### src/rtl/lcd_pkg.sv
// Shared constants, FSM state type and helpers for the elevator status LCD driver.
package lcd_pkg;

    localparam logic [1:0] MOVE_STOP = 2'd0;
    localparam logic [1:0] MOVE_UP   = 2'd1;
    localparam logic [1:0] MOVE_DOWN = 2'd2;
    localparam logic [1:0] MOVE_RSVD = 2'd3;

    localparam logic [7:0] FUNC_SET    = 8'h38;
    localparam logic [7:0] DISP_ON     = 8'h0C;
    localparam logic [7:0] CLEAR       = 8'h01;
    localparam logic [7:0] ENTRY       = 8'h06;
    localparam logic [7:0] LINE1       = 8'h80;
    localparam logic [7:0] LINE2       = 8'hC0;
    localparam logic [7:0] ASCII_SPACE = 8'h20;
    localparam logic [7:0] ASCII_ZERO  = 8'h30;

    typedef enum logic [2:0] {S_IDLE, S_LOAD, S_WAIT, S_DELAY, S_NEXT} lcdState_t;

    function automatic logic [7:0] initCmd(input logic [1:0] step);
        case (step)
            2'd0:    return FUNC_SET;
            2'd1:    return DISP_ON;
            2'd2:    return CLEAR;
            default: return ENTRY;
        endcase
    endfunction

    // Double-dabble: three BCD digits {hundreds, tens, units} of a value up to 511.
    function automatic logic [11:0] toBcd(input logic [8:0] bin);
        logic [11:0] bcd;
        bcd = '0;
        for (int i = 8; i >= 0; i--) begin
            for (int d = 0; d < 3; d++) begin
                if (bcd[4*d +: 4] >= 4'd5) bcd[4*d +: 4] = bcd[4*d +: 4] + 4'd3;
            end
            bcd = {bcd[10:0], bin[i]};
        end
        return bcd;
    endfunction

endpackage

### src/rtl/lcd_status_rom.sv
// Character generator for one frame column; the direction glyph in the last
// line-1 column exists only when LCD_ARROW_EN is defined.
module lcd_status_rom
    import lcd_pkg::*;
#(
    parameter int LINE_LEN = 16
) (
    input  logic [1:0]  snapMove,
    input  logic [11:0] bcd,
    input  logic        line2,
    input  logic [5:0]  col,
    output logic [7:0]  charOut
);

    localparam logic [39:0] ANDAR = "Andar";

    logic [63:0] motionText;
    logic [5:0]  motionLen;
    logic [2:0]  l1Sel;
    logic [2:0]  l2Sel;

    assign l1Sel = 3'd7 - col[2:0];
    assign l2Sel = 3'd4 - col[2:0];

    always_comb begin
        case (snapMove)
            MOVE_STOP: begin motionText = "Parado  "; motionLen = 6'd6; end
            MOVE_UP:   begin motionText = "Subindo "; motionLen = 6'd7; end
            MOVE_DOWN: begin motionText = "Descendo"; motionLen = 6'd8; end
            default:   begin motionText = "Erro    "; motionLen = 6'd4; end
        endcase
    end

    always_comb begin
        charOut = ASCII_SPACE;
        if (!line2) begin
            if (col < motionLen && col < 6'(LINE_LEN)) charOut = motionText[{l1Sel, 3'b000} +: 8];
`ifdef LCD_ARROW_EN
            if (col == 6'(LINE_LEN - 1)) begin
                case (snapMove)
                    MOVE_UP:   charOut = 8'h5E;
                    MOVE_DOWN: charOut = 8'h76;
                    MOVE_STOP: charOut = 8'h2D;
                    default:   charOut = 8'h3F;
                endcase
            end
`endif
        end else begin
            // Floor digits are right-justified with leading zeros blanked.
            if (col < 6'd5)       charOut = ANDAR[{l2Sel, 3'b000} +: 8];
            else if (col == 6'd6) charOut = (bcd[11:8] == 4'd0) ? ASCII_SPACE : ASCII_ZERO + {4'h0, bcd[11:8]};
            else if (col == 6'd7) charOut = (bcd[11:4] == 8'd0) ? ASCII_SPACE : ASCII_ZERO + {4'h0, bcd[7:4]};
            else if (col == 6'd8) charOut = ASCII_ZERO + {4'h0, bcd[3:0]};
        end
    end

endmodule

### src/rtl/lcd_status_display.sv
// HD44780 status-panel driver: init once, then render motion/floor frames on change.
// Build option: LCD_ARROW_EN adds a direction glyph at the end of line 1.
module lcd_status_display
    import lcd_pkg::*;
#(
    parameter int DLY_CYCLES = 262142,
    parameter int LINE_LEN   = 16,
    parameter int FLOOR_W    = 4
) (
    input  logic               iCLK,
    input  logic               iRST_N,
    input  logic [1:0]         iMOVE,
    input  logic [FLOOR_W-1:0] iFLOOR,
    output logic [7:0]         oLCD_DATA,
    output logic               oLCD_RS,
    output logic               oLCD_START,
    input  logic               iLCD_DONE,
    output logic               oBUSY
);

    localparam int IW = $clog2(2*LINE_LEN + 2);
    localparam int CW = (DLY_CYCLES > 1) ? $clog2(DLY_CYCLES) : 1;
    localparam logic [CW-1:0] DLY_LAST       = CW'(DLY_CYCLES - 1);
    localparam logic [IW-1:0] IDX_INIT_LAST  = IW'(3);
    localparam logic [IW-1:0] IDX_LINE2      = IW'(LINE_LEN + 1);
    localparam logic [IW-1:0] IDX_FRAME_LAST = IW'(2*LINE_LEN + 1);

    lcdState_t          state, nextState;
    logic [IW-1:0]      byteIdx, nIdx;
    logic               initPend, nInit;
    logic [CW-1:0]      dlyCnt;
    logic [1:0]         snapMove;
    logic [FLOOR_W-1:0] snapFloor;
    logic               loadByte, takeSnap, isLast, inputsChanged;
    logic [11:0]        bcd;
    logic               romLine2;
    logic [5:0]         romCol;
    logic [7:0]         romChar, byteVal;
    logic               rsVal;

    assign isLast        = initPend ? (byteIdx == IDX_INIT_LAST) : (byteIdx == IDX_FRAME_LAST);
    assign inputsChanged = (iMOVE != snapMove) || (iFLOOR != snapFloor);
    assign bcd           = toBcd(9'(snapFloor));

    // Handshake: oLCD_START rises with data/RS valid and holds them until iLCD_DONE
    // is seen in WAIT; iLCD_DONE is a don't-care in every other state.
    always_comb begin
        nextState = state;
        nIdx      = byteIdx;
        nInit     = initPend;
        loadByte  = 1'b0;
        takeSnap  = 1'b0;
        case (state)
            S_IDLE: begin
                nIdx = '0;
                if (initPend) begin
                    nextState = S_LOAD;
                    loadByte  = 1'b1;
                end else if (inputsChanged) begin
                    nextState = S_LOAD;
                    loadByte  = 1'b1;
                    takeSnap  = 1'b1;
                end
            end
            S_LOAD:  nextState = S_WAIT;
            S_WAIT:  if (iLCD_DONE) nextState = S_DELAY;
            S_DELAY: if (dlyCnt == DLY_LAST) nextState = S_NEXT;
            S_NEXT: begin
                if (!isLast) begin
                    nIdx      = byteIdx + IW'(1);
                    nextState = S_LOAD;
                    loadByte  = 1'b1;
                end else begin
                    nIdx = '0;
                    // End of init always starts a frame; end of frame only if inputs moved.
                    if (initPend || inputsChanged) begin
                        nInit     = 1'b0;
                        nextState = S_LOAD;
                        loadByte  = 1'b1;
                        takeSnap  = 1'b1;
                    end else begin
                        nextState = S_IDLE;
                    end
                end
            end
            default: nextState = S_IDLE;
        endcase
    end

    always_comb begin
        romLine2 = 1'b0;
        romCol   = 6'(nIdx - IW'(1));
        if (nIdx > IDX_LINE2) begin
            romLine2 = 1'b1;
            romCol   = 6'(nIdx - IDX_LINE2 - IW'(1));
        end
    end

    always_comb begin
        byteVal = ASCII_SPACE;
        rsVal   = 1'b0;
        if (nInit)                  byteVal = initCmd(nIdx[1:0]);
        else if (nIdx == '0)        byteVal = LINE1;
        else if (nIdx == IDX_LINE2) byteVal = LINE2;
        else begin
            byteVal = romChar;
            rsVal   = 1'b1;
        end
    end

    lcd_status_rom #(.LINE_LEN(LINE_LEN)) uRom (
        .snapMove (snapMove),
        .bcd      (bcd),
        .line2    (romLine2),
        .col      (romCol),
        .charOut  (romChar)
    );

    always_ff @(posedge iCLK) begin
        if (!iRST_N) begin
            state      <= S_IDLE;
            byteIdx    <= '0;
            initPend   <= 1'b1;
            dlyCnt     <= '0;
            snapMove   <= '0;
            snapFloor  <= '0;
            oLCD_DATA  <= '0;
            oLCD_RS    <= 1'b0;
            oLCD_START <= 1'b0;
            oBUSY      <= 1'b0;
        end else begin
            state    <= nextState;
            byteIdx  <= nIdx;
            initPend <= nInit;
            oBUSY    <= (nextState != S_IDLE);
            dlyCnt   <= (state == S_DELAY) ? dlyCnt + CW'(1) : '0;
            if (takeSnap) begin
                snapMove  <= iMOVE;
                snapFloor <= iFLOOR;
            end
            if (loadByte) begin
                oLCD_DATA  <= byteVal;
                oLCD_RS    <= rsVal;
                oLCD_START <= 1'b1;
            end else if (state == S_WAIT && iLCD_DONE) begin
                oLCD_START <= 1'b0;
            end
        end
    end

endmodule

### config.mk
export PLATFORM = sky130hd
export DESIGN_NAME = lcd_status_display
export DESIGN_NICKNAME = d
export VERILOG_FILES = /design/src/rtl/lcd_pkg.sv /design/src/rtl/lcd_status_rom.sv /design/src/rtl/lcd_status_display.sv
export SDC_FILE = /design/constraint.sdc
export NUM_CORES = 1
export LEC_CHECK = 0
export BUFFER_PORTS_ARGS = -buffer_cell sky130_fd_sc_hd__buf_4
export CAP_MARGIN = 20
export CORE_UTILIZATION = 30
export CTS_CLUSTER_DIAMETER = 50
export DETAILED_ROUTE_END_ITERATION = 12
export SYNTH_ARGS = -nofsm -noshare
export SYNTH_HDL_FRONTEND = slang
export SYNTH_SLANG_ARGS = --single-unit
### constraint.sdc
create_clock -name iCLK -period 6.4 [get_ports iCLK]
set_input_delay 0.32 -clock iCLK [delete_from_list [all_inputs] [get_ports iCLK]]
set_output_delay 0.32 -clock iCLK [all_outputs]
set_load 0.005 [all_outputs]
; After elaboration in Yosys (flattened, before gate mapping)
; Cells that the tools add are included.
[word_totals]
reg_bits = 45
in_bits = 9
out_inout_bits = 11
elab_cells = 98
[op_classes]
add_sub_neg = 10
order_cmp = 5
n_eq_ne = 17
n_shift = 2
muxes = 42
reduce_logical = 12
[ops]
columns = cell, n
row1 = 61-bit case mux with 3 select lines, 1
row2 = 8-bit two-way mux, 10
row3 = 64-bit by 7-bit indexed part select with 8-bit output, 1
row4 = "40-bit by 7-bit indexed part select with 8-bit output, first input constant", 1
row5 = "18-bit by 1-bit adder with 18-bit output, second input constant", 1
row6 = "18-bit == test, second input constant", 1
row7 = 1-bit two-way mux, 18
row8 = 6-bit case mux with 3 select lines, 1
row9 = 3-bit case mux with 5 select lines, 1
row10 = "6-bit by 3-bit == test with 1-bit output, second input constant", 2
row11 = 3-bit two-way mux, 4
row12 = 6-bit two-way mux, 2
row13 = 4-bit case mux with 3 select lines, 1
row14 = 6-bit case mux with 2 select lines, 1
row15 = "6-bit by 1-bit subtractor with 6-bit output, second input constant", 2
row16 = 8-bit zero test, 1
row17 = "6-bit by 1-bit adder with 7-bit output, first input constant", 1
row18 = "6-bit by 4-bit adder with 7-bit output, first input constant", 1
row19 = "6-bit by 1-bit adder with 6-bit output, second input constant", 1
row20 = "3-bit by 2-bit == test with 1-bit output, second input constant", 2
row21 = "6-bit by 2-bit == test with 1-bit output, second input constant", 1
row22 = "6-bit by 4-bit == test with 1-bit output, second input constant", 1
row23 = "6-bit by 5-bit == test with 1-bit output, second input constant", 1
row24 = "6-bit == test, second input constant", 1
row25 = other kinds (24), 31

; Depth between registers and ports, before layout
[logic_depth]
ltp_word = 16
depth_mapped = 20
ltp_nobuf = 18

; Hierarchy
; A second synthesis with hierarchy kept.
[unflattened]
hier_cells = 412
area_unflattened_um2 = 3467.1
[by_module_without_submodules]
columns = mod, instances, cells_each, area_per_inst_um2, seq_area_each_um2
row1 = lcd_status_display, 1, 290, 2643.8, 900.9
row2 = lcd_status_rom, 1, 122, 823.3, 0.0

; Worst setup path after synthesis
; Ideal clock, no wire load.
[synth_path]
path_kind = reg-to-reg
from = reg state[0]
to = reg oLCD_DATA[3]
setup_time_ns = 0.070
arrival_ns = 4.615
required_time_ns = 6.330
setup_slack_ns = 1.714
path_stages_with_launch = 18
n_path_buf = 2
period_less_slack_ns = 4.686
cell_sequence = dfxtp_1 -> buf_6 -> or3b_2 -> o21a_1 -> clkbuf_1 -> ha_1 -> or2_2 -> nor4b_1 -> a41oi_1 -> a211o_1 -> a21boi_1 -> inv_1 -> ha_1 -> o211ai_1 -> a31oi_1 -> or4_4 -> o31ai_1 -> o21bai_1
[synth_via]
elab_chain_len = 14
elab_cells_between_ends = 37
[synth_lines]
columns = item, line_no
row1 = from (decl), lcd_status_display.sv:28  ; lcdState_t state, nextState;
row2 = from (signal assigned), lcd_status_display.sv:132  ; state <= nextState;
row3 = "parallel branches: the longest is 14 deep, another holds 6-bit by 5-bit subtractor with 6-bit output", n/a
row4 = to (signal assigned), lcd_status_display.sv:142  ; oLCD_DATA <= byteVal;
row5 = to (decl), lcd_status_display.sv:14  ; output logic [7:0] oLCD_DATA,
; Parallel ways; which one is timed is not known.
; A chain may end at the register's enable or synchronous reset.

; Worst setup path after layout
[layout_path]
from = reg state[2]
to = reg oLCD_DATA[3]
[layout_via]
elab_chain_len = 14
elab_cells_between_ends = 37
[layout_lines]
columns = item, line_no
row1 = 3-bit == test / 3-bit zero test (equally long branches), lcd_status_display.sv:53  ; case (state)
row2 = 6-bit case mux with 2 select lines (*), lcd_status_display.sv:53
row3 = net nIdx[0], lcd_status_display.sv:29  ; logic [IW-1:0] byteIdx, nIdx;
row4 = "parallel branches: the longest is 11 deep, another holds 6-bit by 5-bit subtractor with 6-bit output", n/a
row5 = 8-bit two-way mux (*), lcd_status_display.sv:102  ; if (nInit) byteVal = initCmd(nIdx[1:0]);
; Mark *: on every way through the listed nets, which the timed path passes.

==> results.ini <==
[yosys]
synth_cell_types=77
synth-seq-area-share_pct=26.3
synthArstFlopShare_pct=0
synthFlopType=dfxtp_1
synth_warnings=0
syn_area_um2=3420
synth_cells=424
syn_avg_cell_area_um2=8.08
syn_nets=461
synth-edff-count=0
ys_seq_elements=45

[grt]
antenna_found_initial=0
grt_usage_pct=16.5
grt_max_degree=32
grt_pass1_vias=3016
gr-total-overflow=0
grt_pass1_wl_um=15200

[setup_path]
worstPathArrival_ps=5750
rrSetupSlack_ps=870
worst_setup_path_start_kind=flop
worstSetupPathType=reg2reg
worst-path-stages=16
r2r_end=oLCD_DATA[3]$_SDFFE_PN0P_
crit_chain=or3b_2 -> o21a_1 -> clkinv_1 -> ha_1 -> or2_2 -> nor4b_1 -> a41oi_1 -> a211o_1 -> a21boi_1 -> inv_1 -> ha_1 -> o211ai_1 -> a31oi_1 -> or4_4 -> o31ai_1 -> o21bai_1
worst_setup_path_end_kind=flop
required_ps=6610
critical_path_buf_inv_count=2
slowest_delay_ps=550
path_common_cell=ha_1
crit_slowest_cell=or4_4
startpoint=state[2]$_SDFF_PN0_
crit_family=compound AO/OA/AOI/OAI gates
critPathMaxFanout=13
r2r-start=state[2]$_SDFF_PN0_
reg2regPathDepth=16
crit_path_end=oLCD_DATA[3]$_SDFFE_PN0P_

[route]
drt-met1-wl_um=4480
post-route-drc-count=0
drt_iter0_markers=329
met2_length_um=3930
wl_um=9320
wl_met3_um=583
first_pass_iters=5
routed_via_density=5.70
top_layer_used=met4
via_count=3258
antenna_left=0
post_drt_wl_per_cell_um=16.3

[clock_tree]
clk_path_buf_depth=2
post-cts-setup-buffers=0
htreeDepth=2
numCtsBuffers=5
tritoncts=done
cts_sinks=45
clk_pin_slew_ps=70
hold_buffers=0
cts_root_buf=clkbuf_16
cts_resized=0
clk_latency_ps=290

[layout]
diodes=0
final_area_um2=3830
seq_area_um2=901
syn2layout_area_growth_pct=11.9
multi_input_area_um2=2370
fillCellCount=1138
nNetsFinal=468
fin_util_pct=34.9
drive_above_1_share_pct=10.4

[floorplan]
core_area_um2=11000
die_height_um=109
die_area_um2=11800
ios=20
die_x_um=109
start_util_pct=31.2
rows=38

[timing]
hold_viol_final=0
setup_violations=0
final-max-slew-violation-count=0
worstMarginPinSlew_ps=1080
setup_tns_ps=0
slew_headroom_pct=28.1
grt_setup_unrepaired=no
fin_skew_ps=10.5
fmax_mhz=181
fin_crit_sh_pct=86.4
period_needed_ps=5530

[power]
power.density_nw_per_um2=173
p_int_uw=499
seq_power_share_pct=44.6
clockPowerShare_pct=46.3
power_frac_comb_pct=9.1
peakVddDrop_mv=0.133
p_switching_uw=165
p_leak_uw=0.00145
p_sw_share_pct=24.8

[placed_design]
placed_cell_area_um2=3660
post-dp-hpwl_um=6930
port_buffers=19
gp_congestion=0.923

[min_path]
worstHoldPathType=in2reg

[run]
max_cap_violations=0

[run_status]
status=finished, final reports clean

Yosys cell counts (7+ instances only):
cell type | count | area, µm²
dfxtp_1 | 45 | 901
nand2_1 | 37 | 139
nor2_1 | 37 | 139
ha_1 | 28 | 350
o21ai_0 | 27 | 135
a21oi_1 | 17 | 85.1
xor2_1 | 17 | 149
nand3_1 | 16 | 80.1
inv_1 | 13 | 48.8
clkbuf_1 | 12 | 45.0
and2_1 | 9 | 56.3
nor3_1 | 9 | 45.0
o211ai_1 | 9 | 67.6
a31oi_1 | 8 | 50.1
mux2i_1 | 8 | 80.1
nand4_1 | 8 | 50.1
nor4_1 | 8 | 50.1
nor2b_1 | 7 | 43.8
area by class of cell:
type                            instances  area share (%)
Clock inverter                          3            1.27
Sequential cell                        45            23.5
Multi-Input combinational cell        342            61.8
Timing Repair Buffer                   20            3.92
Clock buffer                            5            3.27
Inverter                               17            1.67
Tap cell                              140            4.57
worst min-delay path, delay by kind of cell:
family        cells  cell delay, ps
mux               1              50
simple gates      1              90
buf+inv           1              90
power by group through the flow:
stage | sequential (µW) | clock, µW | combinational [µW]
final | 296 | 307 | 60.2
after floorplan | 298 | 0 | 37.3
after global routing | 297 | 322 | 65.5
after global placement | 302 | 0 | 60.3
after CTS | 296 | 314 | 59.4
after detailed placement | 302 | 0 | 59.3
state kept, by name (all words and copies together) (netlist names), 2 cells and up:
signal     flops
byteIdx        6
dlyCnt        18
oLCD_DATA      8
snapFloor      4
snapMove       2
state          3
routing by layer:
| metal | GRT usage (%) | vias up |
|---|---|---|
| met1 | 23.3 | 1520 |
| met5 | 0 | - |
| met4 | 8.30 | 0 |
| met2 | 24.1 | 128 |
| met3 | 2.51 | 29 |
| li1 | - | 1581 |
through the flow:
stage / setup WS [ps] / total power, µW / hold slack, ps / cells
3_3_place_gp: 1230 / 362 / 456 / 564
4_1_cts: 1010 / 670 / 293 / 572
2_1_floorplan: 1710 / 336 / 445 / 424
3_5_place_dp: 1020 / 362 / 459 / 564
6_report: 868 / 664 / 294 / 572
5_1_grt: 475 / 685 / 323 / 572
cells by family after synthesis:
group,Yosys count,share of synthesized area (%)
and+or+nand+nor,158,24.1
AOI/OAI and AO/OA,123,25.7
DFF,45,26.3
buffers and inverters,37,4.57
adders and majority gates,28,10.2
xor gates and xnor gates,23,6.10
muxes,10,3.00
worst min-delay path by stage:
stage	startpoint	end	slack (ps)	cells after the start
floorplan	dlyCnt[0]$_SDFF_PN0_	dlyCnt[0]$_SDFF_PN0_	450	1
global placement	oLCD_RS$_SDFFE_PN0P_	oLCD_RS$_SDFFE_PN0P_	460	2
detailed placement	oLCD_RS$_SDFFE_PN0P_	oLCD_RS$_SDFFE_PN0P_	460	2
CTS	iFLOOR[3]	snapFloor[3]$_SDFFE_PN0P_	290	3
global route	iFLOOR[0]	snapFloor[0]$_SDFFE_PN0P_	320	3
finish	iFLOOR[3]	snapFloor[3]$_SDFFE_PN0P_	290	3
placed cells by master, fill, tap and decap left out, types with 9 or more instances in the layout:
cell type and count:
a21oi_1 17, and2_1 9, buf_4 20, dfxtp_1 45, ha_1 28, inv_1 13, nand2_1 37, nand3_1 16
nor2_1 37, nor3_1 9, o211ai_1 9, o21ai_0 27, xor2_1 17
No activity file was read; power rests on OpenSTA's default activity.
